==> config.mk <==
export PLATFORM = sky130hd
export DESIGN_NAME = cellram_ctrl
export DESIGN_NICKNAME = d
export VERILOG_FILES = /design/src/rtl/cellram_ctrl.sv
export SDC_FILE = /design/constraint.sdc
export NUM_CORES = 1
export LEC_CHECK = 0
export ABC_AREA = 1
export BUFFER_PORTS_ARGS = -buffer_cell sky130_fd_sc_hd__buf_2
export CAP_MARGIN = 20
export CORE_ASPECT_RATIO = 1.25
export CORE_MARGIN = 10
export CORE_UTILIZATION = 45
export DETAILED_ROUTE_END_ITERATION = 7
export PLACE_DENSITY = 0.78
export SYNTH_ARGS = -nofsm -noshare
export SYNTH_HDL_FRONTEND = slang
export SYNTH_SLANG_ARGS = --single-unit
==> constraint.sdc <==
create_clock -name clk -period 1.9 [get_ports clk]
set_input_delay 0.095 -clock clk [delete_from_list [all_inputs] [get_ports clk]]
set_output_delay 0.095 -clock clk [all_outputs]
set_load 0.02 [all_outputs]
==> src/rtl/cellram_ctrl.sv <==
// cellram_ctrl
// Two-port arbitrating controller for the board's 16-bit cellular RAM used in
// asynchronous (SRAM-style) mode. Two requesters share the RAM through
// round-robin arbitration; every read and write is timed in clk periods.
//
// Ports:
//   clk, rstn              system clock, synchronous active-low reset
//   req, we                per-port request / write-not-read (bit N = port N)
//   addr0/1, wdata0/1      per-port word address and write data
//   be0/1                  per-port byte enables ([0] low byte, [1] high byte)
//   ack                    one-cycle completion pulse to the served port
//   rdata                  last completed read data (disabled bytes are zero)
//   RamCLK/RamADVn/RamCRE  tied low for async mode
//   RamCEn/OEn/WEn/LBn/UBn registered active-low RAM strobes
//   RamWait                unused in async mode
//   MemAdr                 registered RAM word address
//   dq_o, dq_oe, dq_i      data bus out, output enable, sampled bus in
module cellram_ctrl #(
  parameter int unsigned RD_CYCLES = 8,
  parameter int unsigned WR_CYCLES = 8
) (
  input  logic        clk,
  input  logic        rstn,
  input  logic [1:0]  req,
  input  logic [1:0]  we,
  input  logic [22:0] addr0,
  input  logic [22:0] addr1,
  input  logic [15:0] wdata0,
  input  logic [15:0] wdata1,
  input  logic [1:0]  be0,
  input  logic [1:0]  be1,
  output logic [1:0]  ack,
  output logic [15:0] rdata,
  output logic        RamCLK,
  output logic        RamADVn,
  output logic        RamCRE,
  output logic        RamCEn,
  output logic        RamOEn,
  output logic        RamWEn,
  output logic        RamLBn,
  output logic        RamUBn,
  input  logic        RamWait,
  output logic [22:0] MemAdr,
  output logic [15:0] dq_o,
  output logic        dq_oe,
  input  logic [15:0] dq_i
);

  typedef enum logic [1:0] {IDLE, RD, WR, REC} CtrlState;

  // The counter holds "cycles remaining minus one", so it is loaded with N-1.
  localparam logic [3:0] RD_LOAD = 4'(RD_CYCLES - 1);
  localparam logic [3:0] WR_LOAD = 4'(WR_CYCLES - 1);

  CtrlState    state, stateNext;
  logic [3:0]  cnt, cntNext;
  logic        last, lastNext;
  logic [1:0]  beLat, beLatNext;
  logic        grant;
  logic [1:0]  grantBe;

  logic        ramCEnNext, ramOEnNext, ramWEnNext, ramLBnNext, ramUBnNext;
  logic [22:0] memAdrNext;
  logic [15:0] dqONext;
  logic        dqOeNext;
  logic [1:0]  ackNext;
  logic [15:0] rdataNext;

  logic        unusedRamWait;

  // Async mode: no clocked bursts, no address-valid strobe, no config access.
  assign RamCLK  = 1'b0;
  assign RamADVn = 1'b0;
  assign RamCRE  = 1'b0;
  assign unusedRamWait = RamWait;

  // Round-robin pick: a lone requester always wins; under contention the
  // port that was not served last time gets the RAM.
  assign grant   = (&req) ? ~last : req[1];
  assign grantBe = grant ? be1 : be0;

  // Next-state and next-output logic. Every RAM-facing output is computed
  // here one cycle ahead and registered below, so nothing reaches a pin
  // combinationally. The winner's address, data and byte enables are
  // captured at the grant edge and then held untouched until the access
  // retires, which keeps setup and hold at whole-cycle granularity.
  always_comb begin
    stateNext  = state;
    cntNext    = cnt;
    lastNext   = last;
    beLatNext  = beLat;
    ramCEnNext = RamCEn;
    ramOEnNext = RamOEn;
    ramWEnNext = RamWEn;
    ramLBnNext = RamLBn;
    ramUBnNext = RamUBn;
    memAdrNext = MemAdr;
    dqONext    = dq_o;
    dqOeNext   = dq_oe;
    ackNext    = 2'b00;
    rdataNext  = rdata;

    case (state)
      IDLE: begin
        ramCEnNext = 1'b1;
        ramOEnNext = 1'b1;
        ramWEnNext = 1'b1;
        ramLBnNext = 1'b1;
        ramUBnNext = 1'b1;
        dqOeNext   = 1'b0;
        if (|req) begin
          lastNext   = grant;
          beLatNext  = grantBe;
          memAdrNext = grant ? addr1 : addr0;
          dqONext    = grant ? wdata1 : wdata0;
          ramCEnNext = 1'b0;
          ramLBnNext = ~grantBe[0];
          ramUBnNext = ~grantBe[1];
          if (we[grant]) begin
            ramWEnNext = 1'b0;
            dqOeNext   = 1'b1;
            cntNext    = WR_LOAD;
            stateNext  = WR;
          end else begin
            ramOEnNext = 1'b0;
            cntNext    = RD_LOAD;
            stateNext  = RD;
          end
        end
      end

      // 'last' already names the port being served, so it steers ack.
      // Read data is captured on the same edge the strobes are released.
      RD, WR: begin
        if (cnt == 4'd0) begin
          ramCEnNext   = 1'b1;
          ramOEnNext   = 1'b1;
          ramWEnNext   = 1'b1;
          ramLBnNext   = 1'b1;
          ramUBnNext   = 1'b1;
          ackNext[last] = 1'b1;
          if (state == RD) begin
            rdataNext = {beLat[1] ? dq_i[15:8] : 8'h00,
                         beLat[0] ? dq_i[7:0]  : 8'h00};
          end
          stateNext = REC;
        end else begin
          cntNext = cnt - 4'd1;
        end
      end

      // Recovery cycle: write data keeps being driven for hold time, then
      // the bus is released on the way back to IDLE.
      REC: begin
        dqOeNext  = 1'b0;
        stateNext = IDLE;
      end

      default: stateNext = IDLE;
    endcase
  end

  // State and output registers. Reset also aborts any access in flight:
  // strobes rise at that edge and no ack is issued for it.
  always_ff @(posedge clk) begin
    if (!rstn) begin
      state  <= IDLE;
      cnt    <= 4'd0;
      last   <= 1'b1;
      beLat  <= 2'b00;
      RamCEn <= 1'b1;
      RamOEn <= 1'b1;
      RamWEn <= 1'b1;
      RamLBn <= 1'b1;
      RamUBn <= 1'b1;
      MemAdr <= 23'd0;
      dq_o   <= 16'd0;
      dq_oe  <= 1'b0;
      ack    <= 2'b00;
      rdata  <= 16'd0;
    end else begin
      state  <= stateNext;
      cnt    <= cntNext;
      last   <= lastNext;
      beLat  <= beLatNext;
      RamCEn <= ramCEnNext;
      RamOEn <= ramOEnNext;
      RamWEn <= ramWEnNext;
      RamLBn <= ramLBnNext;
      RamUBn <= ramUBnNext;
      MemAdr <= memAdrNext;
      dq_o   <= dqONext;
      dq_oe  <= dqOeNext;
      ack    <= ackNext;
      rdata  <= rdataNext;
    end
  end

endmodule
# Yosys cells after proc, flatten, opt, wreduce, memory -nomap -nowiden

Cells that the tools add are included.

Register bits after elaboration: 72
Input port bits: 105

Equality and inequality tests: 6
Reduce and logical (&&, ||, !) cells: 14
Mux-type cells: 32
$add $sub $neg: 1
Bitwise logic cells: 3
$lt $le $gt $ge: 3

Operator list:

| operator                                                                     | number |
|---|---|
| 23-bit 2-to-1 mux                                                            | 1 |
| 16-bit 2-to-1 mux                                                            | 1 |
| 8-bit 2-to-1 mux                                                             | 2 |
| 1-bit 2-to-1 mux                                                             | 13 |
| 1-bit case mux with 2 select lines                                           | 6 |
| 3-bit AND reduction                                                          | 3 |
| 2-bit 2-to-1 mux                                                             | 4 |
| 4-bit 2-to-1 mux                                                             | 2 |
| 4-bit case mux with 2 select lines                                           | 1 |
| 2-bit AND reduction                                                          | 4 |
| 2-bit != test, second input constant                                         | 3 |
| 2-bit case mux with 3 select lines                                           | 1 |
| 2-bit equality test, second input constant                                   | 2 |
| 4-bit logical NOT                                                            | 1 |
| 1-bit by 2-bit less-than comparator with 1-bit output, second input constant | 2 |
| 2-bit nonzero test                                                           | 2 |
| 2-bit OR reduction                                                           | 2 |
| 4-bit by 1-bit subtractor with 4-bit output, second input constant           | 1 |
| 1-bit inverter                                                               | 3 |
| 2-bit by 1-bit equality test with 1-bit output, second input constant        | 1 |
| 2-bit logical NOT                                                            | 1 |
| 1-bit demux with 1-bit select                                                | 1 |
| 1-bit greater-or-equal comparator, second input constant                     | 1 |
| 1-bit logical AND                                                            | 1 |

# Logic depth before layout (Yosys ltp)

Gate-level depths: netlist of run 1.

Word-level depth: 7
Mapped depth: 9

# Worst setup path after synthesis of run 1

Ideal clock, no wire load.

Path kind: reg-to-reg
From: reg state[0]
To: reg rdata[0]
Stages on the path, launching flop included: 10
Required time: 1.768 ns
Buffers on the path: 2
Path slack: 0.307 ns
Data arrival time: 1.460 ns
Setup time: 0.132 ns
Cell sequence: dfxtp_1 > inv_1 > ha_1 > buf_4 > nand4_4 > nor2_4 > inv_2 > buf_2 > nand2_1 > a21oi_1

Cells in the longest elaborated chain, start to end: 3

Ends and longest elaborated chain:

| item                                                                                  | line     | RTL |
|---|---|---|
| from (decl)                                                                           | 55       | `CtrlState state, stateNext;` |
| from (signal assigned)                                                                | 182      | `state <= stateNext;` |
| 2-bit by 1-bit equality test with 1-bit output or 2-bit equality test (tied branches) | 103, 142 |  |
| 2-bit OR reduction                                                                    | 103      | `case (state)` |
| 3-bit AND reduction (no source line) *                                                | --       |  |
| to (signal assigned)                                                                  | 195      | `rdata <= rdataNext;` |
| to (decl)                                                                             | 33       | `output logic [15:0] rdata,` |

Every way passes the cells marked *; elsewhere a longest branch is shown, timed or not.
A chain may end at the register's enable or synchronous reset.

# Final worst setup path of run 1

From: reg state[0]
To: reg RamOEn

Cells in the longest elaborated chain, start to end: 4

Ends and longest elaborated chain:

| item                                                                                  | line | RTL |
|---|---|---|
| 2-bit by 1-bit equality test with 1-bit output or 2-bit equality test (tied branches) | 103  |  |
| 2-bit OR reduction                                                                    | 103  |  |
| 2-bit != test (no source line) or 2-bit nonzero test (tied branches)                  | --   |  |
| 2-bit AND reduction (no source line)                                                  | --   |  |
| to (signal assigned)                                                                  | 187  | `RamOEn <= ramOEnNext;` |
| to (decl)                                                                             | 38   | `output logic RamOEn,` |

Several ways; a longest one is shown, not always the timed one.

==> results of run 1 <==
critical path: stages, from the launching register on:
cell and delay [ps]:
dfxtp_1 390, inv_1 90, ha_2 330, nand4_4 150, buf_4 170, nand2_1 130
a21oi_2 240, nand3_1 100
layout make-up:
type / instances / area, sq um
Fill cell: 606 / 2150
Inverter: 20 / 75.1
Timing Repair Buffer: 209 / 1260
Sequential cell: 72 / 1440
Clock inverter: 6 / 70.1
Tap cell: 87 / 109
Multi-Input combinational cell: 297 / 1460
Clock buffer: 10 / 128
worst paths after layout:
path | end | depth (start not counted)
setup / recovery | RamOEn | 7
hold / removal | MemAdr[19] | 3
setup reg to reg | RamOEn | 7
hold reg to reg | RamCEn | 2
what timing repair did:
item	in CTS	in global routing
hold buffers	33	0
hold endpoints to repair	23	0
resized for setup	0	1
setup buffers	0	1
setup endpoints to repair	0	4
cell usage after synthesis, drive strengths merged:
library cell  number
a21oi             26
a31oi             39
buf               24
clkbuf             8
conb               1
dfxtp             72
ha                 5
inv               20
nand2            123
nand3             35
nand4              1
nor2              10
nor3               2
nor3b              1
o211ai             1
o21ai             47
or2                4
power breakdown:
part	total (mW)	internal, mW	leakage, nW	switching [mW]
combinational	2.52	0.907	1.52	1.61
sequential	2.20	1.94	0.594	0.258
clock	1.20	0.613	0.100	0.586
per-layer routing:
metal | GRT usage | up-vias
met5 | 0 | -
met4 | 0.0860 | 0
met3 | 0.0999 | 33
met2 | 0.339 | 167
met1 | 0.209 | 1615
li1 | - | 1796
flip-flops by register name (all words and copies together), names as in the netlist:
signal / flops
last: 1
RamOEn: 1
cnt: 4
beLat: 2
RamWEn: 1
RamLBn: 1
state: 2
dq_oe: 1
ack: 2
RamCEn: 1
MemAdr: 23
RamUBn: 1
rdata: 16
dq_o: 16
cells by family after synthesis:
logic type	synth area share
AO/OA/AOI/OAI	0.198
adder cells (fa/ha/maj)	0.0199
buffers and inverters	0.0798
flip-flops	0.460
other	0.00120
AND/OR/NAND/NOR	0.242
stage by stage:
stage                     instances  total power, mW  instance area (sq um)  worst slack, ps  hold WS, ps
after floorplan                 421             3.90                   3140              307          247
after global placement          651             4.61                   4000              214          356
after detailed placement        651             4.67                   4000              164          366
after CTS                       700             5.93                   4530              134        0.158
after global routing            701             6.34                   4540             62.3         11.2
final                           701             5.91                   4540              195         12.5
==> out/results.txt, run 1 <==
drt via density: 5.15
CP arrival: 1920 ps
Wirelength per Cell: 15.5 microns
die width: 94.7 microns
TritonCTS clock tree: built
CTS clock-pin slew for the worst setup and hold paths: 90 ps
Max VDD drop: 0.819 mV
gp weighted congestion: 0.805
nets@finish: 719
Max-slew headroom: 0.493
outcome: finished clean
Fin Clk Skew: 12.4 ps
first-pass GRT wire length: 17,600 microns
Longest Clk Path Bufs: 2
n_diodes: 0
total CTS buffers: 9
CORE AREA: 6690 sq um
Critical Path RT: 2110 ps
most common cell after layout, fill and taps aside: buf_2
layout cells sized above 1: 0.332
H-tree Lvls: 3
hold_sp: addr1[19]
Synth cell types: 24
clock period minus worst slack: 1710 ps
worst-margin pin slew: 760 ps
crit path from: state[0]
worst skew pair latency: 350 ps
num ports: 171
Fin. Hold Viols: 0
critical path class: flip-flop to flip-flop
final wirelength: 10,800 microns
clock tree root driver cell: clkbuf_8
crit-path max FO: 8
Detailed Route Iter0 Violations: 133
cell taking the most area after synthesis: dfxtp_1
Post-Syn Area: 3140 sq um
Max Fclk: 0.586 GHz
Slew Limit Fails: 0
initial antenna violation count: 1
grt total ovfl: 0
area of the die: 10,700 sq um
Leak Pwr: 2.22 nW
RSZ-0062 raised after global routing: false
# DRC: 0
FF+latch count, synth: 72
largest net degree at the start of global routing: 71
vias in the first global route: 3,629
Clock Sinks: 72
reg2reg start: state[0]
Post-DRT Antenna Nets: 0
CP Capture Type: flip-flop
top cells by area, synth: dfxtp_1 46%, nand2_1 15%, a31oi_1 7.8%, o21ai_1 6.1%, nand3_1 5.6%
Hold Path Class: input pin to flip-flop
total of max-cap violations: 0
Area Overhead vs Synth: 44.7%
dpl hpwl: 7800 microns
Final Core Density: 0.679
synth warn: 0
chip height: 113 microns
Initial Util: 0.469
reg2reg setup slack: 190 ps
met2 routed WL: 5240 microns
routed length on met3: 1320 microns
gr usage total: 0.203
top sig layer: met4
DRT Pass-1 Iters: 5
Yosys top cell area share: 0.460
Syn Area/Cell: 7.49 sq um
row count: 33
Setup-failing EPs final: 0
commonest non-fill, non-tap cells in the layout: 166 x buf_2, 122 x nand2_1, 72 x dfxtp_1
pwr/cell area: 1300 nW/um^2
Post-Syn Instances: 419
IO buf count: 166
Startpoint Class: flip-flop
post-synthesis sequential area ratio: 0.460
Setup TNS Final: 0 ps
met1 WL: 3960 microns
Vias: 3,611
Final Cycle Share: 0.897
Note: power is estimated with default switching activity, not from simulation.
==> run 2: changes to the inputs <==
Settings changed: ABC_AREA 1 to 0, PLACE_DENSITY 0.78 to 0.77.
==> run 2 against run 1 <==
  * Non-clock buffer count decreased by 29
  * Fmax is 3.2% lower
  * Clock-buffer cell count grew 1
  * Clock power is 22% higher
  * Largest power group unchanged
==> out/results.txt, run 2 <==
Wirelength per Cell: 16.5 microns
CTS clock-pin slew for the worst setup and hold paths: 80 ps
Detailed Route Iter0 Violations: 128
Post-Syn Area: 3210 sq um
RSZ-0062 raised after global routing: false
die width: 95.6 microns
H-tree Lvls: 3
num ports: 171
top cells by area, synth: dfxtp_1 45%, mux2i_1 13%, a21oi_1 9.5%, o21ai_0 9.5%, nand4_1 3.5%
CP Capture Type: flip-flop
met1 WL: 4060 microns
Power, Total: 6.05 mW
nets@finish: 618
grt total ovfl: 0
Area Overhead vs Synth: 36.7%
pwr/cell area: 1380 nW/um^2
worst skew pair latency: 330 ps
FF+latch count, synth: 72
initial antenna violation count: 0
area of the die: 10,900 sq um
commonest cells in the netlist: 72 x dfxtp_1, 61 x a21oi_1, 61 x o21ai_0
vias in the first global route: 3,244
clock period minus worst slack: 1760 ps
layout cells sized above 1: 0.392
ys async rst share: 0
largest registers: MemAdr (23), dq_o (16), rdata (16)
dpl hpwl: 7690 microns
Post-CTS Setup Inserts: 0
# DRC: 0
Fin Clk Skew: 8.72 ps
Sequential Area: 1440 sq um
IO buf count: 166
Syn Area/Cell: 9.16 sq um
cell taking the most area after synthesis: dfxtp_1
gp weighted congestion: 0.794
Setup-failing EPs final: 0
total of max-cap violations: 0
ys flop type: dfxtp_1
most common cell after layout, fill and taps aside: buf_2
Fin. Hold Viols: 0
Longest Clk Path Bufs: 2
commonest non-fill, non-tap cells in the layout: 166 x buf_2, 72 x dfxtp_1, 61 x a21oi_1
Yosys top cell area share: 0.448
routed length on met3: 1170 microns
synth warn: 0
row count: 34
gr usage total: 0.175
met2 routed WL: 4670 microns
crit-path max FO: 7
Max VDD drop: 0.765 mV
total CTS buffers: 9
Leak Pwr: 2.04 nW
Clock Sinks: 72
chip height: 114 microns
Vias: 3,199
number of flops mapped to enable cells by yosys: 0
clock tree root driver cell: clkbuf_8
Final Cycle Share: 0.927
outcome: finished clean
Initial Util: 0.461
n_diodes: 0
Multi-input gate area: 1600 sq um
first-pass GRT wire length: 15,500 microns
Largest register FFs: 23
largest net degree at the start of global routing: 83
Post-Syn Instances: 351
Most flops, register: MemAdr
drt via density: 5.31
Synth cell types: 43
final wirelength: 9930 microns
top sig layer: met4
Critical Path RT: 2160 ps
post-synthesis sequential area ratio: 0.448
Startpoint Class: flip-flop
Max Fclk: 0.568 GHz
CORE AREA: 6980 sq um
Hold Path Class: input pin to flip-flop
DRT Pass-1 Iters: 4
Post-DRT Antenna Nets: 0
Filler Cell Count: 611
TritonCTS clock tree: built
critical path class: flip-flop to flip-flop
Slew Limit Fails: 0
CP arrival: 2020 ps
Setup TNS Final: 0 ps
most frequent cell after synthesis: dfxtp_1
-- run 2: final timing paths --
kind / startpoint / to / slack (ps) / cells past startpoint
worst max register to register: state[1] / cnt[3] / 140 / 5
worst max-delay path: state[1] / cnt[3] / 140 / 5
worst min register to register: rdata[1] / rdata[1] / 480 / 2
worst min-delay path: dq_i[4] / rdata[4] / 40 / 3
-- run 2: worst max-delay path: stages, from the launching register on --
cell and delay (ps):
dfxtp_1 380, inv_1 120, ha_4 320, or3b_1 330
or4_1 400, o22ai_1 150
-- run 2: per-layer routing --
metal | up-vias | GRT usage
met4 | 0 | 0.0384
met2 | 146 | 0.284
met1 | 1453 | 0.198
li1 | 1598 | -
met5 | - | 0
met3 | 2 | 0.0906
-- run 2: cells by family after synthesis --
group                      count (synthesis)  share of synthesized area
AOI/OAI and AO/OA                        139                      0.234
DFF                                       72                      0.448
and+or+nand+nor                           47                     0.0946
buffers and inverters                     44                     0.0685
muxes                                     43                      0.134
adders and majority gates                  5                     0.0195
other                                      1                    0.00117
-- run 2: repair_timing --
item / in CTS / in global routing
hold buffers: 0 / 0
setup endpoints to repair: 0 / 17
resized for setup: 0 / 6
-- run 2: stage by stage --
step	utilization	setup WS (ps)	hold WS, ps	instance area [sq um]	instances
after global routing	0.630	42.8	25.7	4390	603
after floorplan	-	186	266	3220	353
after detailed placement	0.591	30.9	382	4120	587
after CTS	0.626	1.78	20.7	4370	603
final	0.630	139	38.8	4390	603
after global placement	0.591	120	375	4120	587
-- run 2: layout make-up --
| class | count | share of cell area |
|---|---|---|
| Clock inverter | 5 | 0.0236 |
| Clock buffer | 11 | 0.0322 |
| Multi-Input combinational cell | 237 | 0.364 |
| Tap cell | 90 | 0.0256 |
| Timing Repair Buffer | 180 | 0.220 |
| Sequential cell | 72 | 0.328 |
| Inverter | 8 | 0.00683 |
-- run 2: power breakdown --
group	internal [mW]	total, mW	switching [mW]
registers	1.89	2.13	0.247
clock network	0.909	1.46	0.550
logic	0.967	2.46	1.50
total	3.76	6.05	2.29
==> run 3: changes to the inputs <==
Settings changed: CTS_BUF_LIST set to sky130_fd_sc_hd__clkbuf_8 sky130_fd_sc_hd__clkbuf_16.
==> run 3 against run 2 <==
  * Critical path depth did not move
  * First-iteration DRC count stayed put
  * Cell count stayed put
  * Core utilization unchanged
  * Wire length is 0.24% higher
  * Combinational power about the same
  * Clock power barely moved
  * Design area unchanged
  * Non-clock buffer count unchanged
  * Hold slack lost 1.1 ps
  * Total power about the same
  * Largest cell class unchanged
  * Largest power group unchanged
==> out/results.txt, run 3 (synthesis gave the netlist of run 2 again) <==
outcome: finished clean
critical path class: flip-flop to flip-flop
Multi-input gate area: 1600 sq um
Wirelength per Cell: 16.5 microns
met3 GRT Util: 0.0906
worst skew pair latency: 330 ps
Final Cycle Share: 0.927
Max Fclk: 0.568 GHz
Detailed Route Iter0 Violations: 128
Max VDD drop: 0.765 mV
DRT Pass-1 Iters: 4
dpl hpwl: 7690 microns
Hold Path Class: input pin to flip-flop
met1 Use GR: 0.198
# DRC: 0
Final Cell Area: 4390 sq um
Seq pwr share: 0.353
P_sw: 2.29 mW
post-CTS sizing: 0
crit path from: state[1]
CP Capture Type: flip-flop
Clock Sinks: 72
vias in the first global route: 3,244
first-pass GRT wire length: 15,500 microns
Vias: 3,192
Largest register FFs: 23
hold_sp: dq_i[4]
Power, Total: 6.05 mW
Min-Delay Path Depth: 3
Longest Clk Path Bufs: 2
Critical Path RT: 2160 ps
num ports: 171
Post-DRT Antenna Nets: 0
gr usage total: 0.175
total of max-cap violations: 0
Setup-failing EPs final: 0
nets@finish: 618
Setup WS pre-CTS: 30.9 ps
CP arrival: 2020 ps
Comb pwr share: 0.407
Most flops, register: MemAdr
commonest non-fill, non-tap cells in the layout: 166 x buf_2, 72 x dfxtp_1, 61 x a21oi_1
grt total ovfl: 0
pwr/cell area: 1380 nW/um^2
clock power share: 0.240
die width: 95.6 microns
Startpoint Class: flip-flop
reg2reg setup slack: 140 ps
Placement Cell Area: 4120 sq um
crit-path max FO: 7
row count: 34
count of hold-fix buffers inserted at cts: 0
area of the die: 10,900 sq um
Post-CTS Setup Inserts: 0
clock period minus worst slack: 1760 ps
Setup TNS Final: 0 ps
layout cells sized above 1: 0.392
busiest grt layer: met2
gp weighted congestion: 0.794
Slew Limit Fails: 0
grt met2 use: 0.284
chip height: 114 microns
Fin Clk Skew: 8.72 ps
switch share: 0.379
TritonCTS clock tree: built
Fin. Hold Viols: 0
Area Overhead vs Synth: 36.7%
Sequential Area: 1440 sq um
initial antenna violation count: 0
drt via density: 5.29
R2R cell count: 5
largest registers: MemAdr (23), dq_o (16), rdata (16)
IO buf count: 166
RSZ-0062 raised after global routing: false
Filler Cell Count: 611
n_diodes: 0
Initial Util: 0.461
largest net degree at the start of global routing: 83
Leak Pwr: 2.04 nW
CORE AREA: 6980 sq um
H-tree Lvls: 3
Pint: 3.76 mW
most common cell after layout, fill and taps aside: buf_2
reg2reg start: state[1]
CTS clock-pin slew for the worst setup and hold paths: 80 ps
final wirelength: 9960 microns
Hold WS: 37.7 ps
clock tree root driver cell: clkbuf_8
total CTS buffers: 9
setup ws final: 139 ps
[run 3: cell count changes in the layout (fill, tap and decap cells not counted)]
cell      delta
clkbuf_1     -1
inv_1        +1
[run 3: cell type report]
class,instances,share of cell area
multi-input combinational,237,0.364
sequential,72,0.328
clock buffer,10,0.0313
tap,90,0.0256
timing repair buffer,180,0.220
inverter,8,0.00683
clock inverter,6,0.0245
[run 3: worst max-delay path, cell delays in order, from the launching register on]
cell	delay, ps
dfxtp_1	380
inv_1	120
ha_4	320
or3b_1	330
or4_1	400
o22ai_1	150
[run 3: per-stage QoR]
stage	std cells	utilization
final	603	0.630
after global routing	603	0.630
after CTS	603	0.626
after detailed placement	587	0.591
after global placement	587	0.591
after floorplan	353	-
[run 3: power by group through the flow]
stage / clock, mW / combinational [mW] / sequential (mW)
global placement: 0 / 2.34 / 2.13
finish: 1.45 / 2.46 / 2.13
detailed placement: 0 / 2.41 / 2.15
global route: 1.57 / 2.69 / 2.18
CTS: 1.48 / 2.41 / 2.12
floorplan: 0 / 1.28 / 2.47
[run 3: path summary, 6_finish.rpt]
kind,endpoint
worst max-delay path,cnt[3]
worst min-delay path,rdata[4]
worst max register to register,cnt[3]
worst min register to register,rdata[1]
[run 3: per-layer routing]
metal | routed length, microns | vias to the layer above | part of all wire
met2 | 4700 | 147 | 0.47
met1 | 4030 | 1446 | 0.41
met5 | 0 | - | 0
met4 | 38 | 0 | 0.0038
li1 | - | 1597 | -
met3 | 1180 | 2 | 0.12
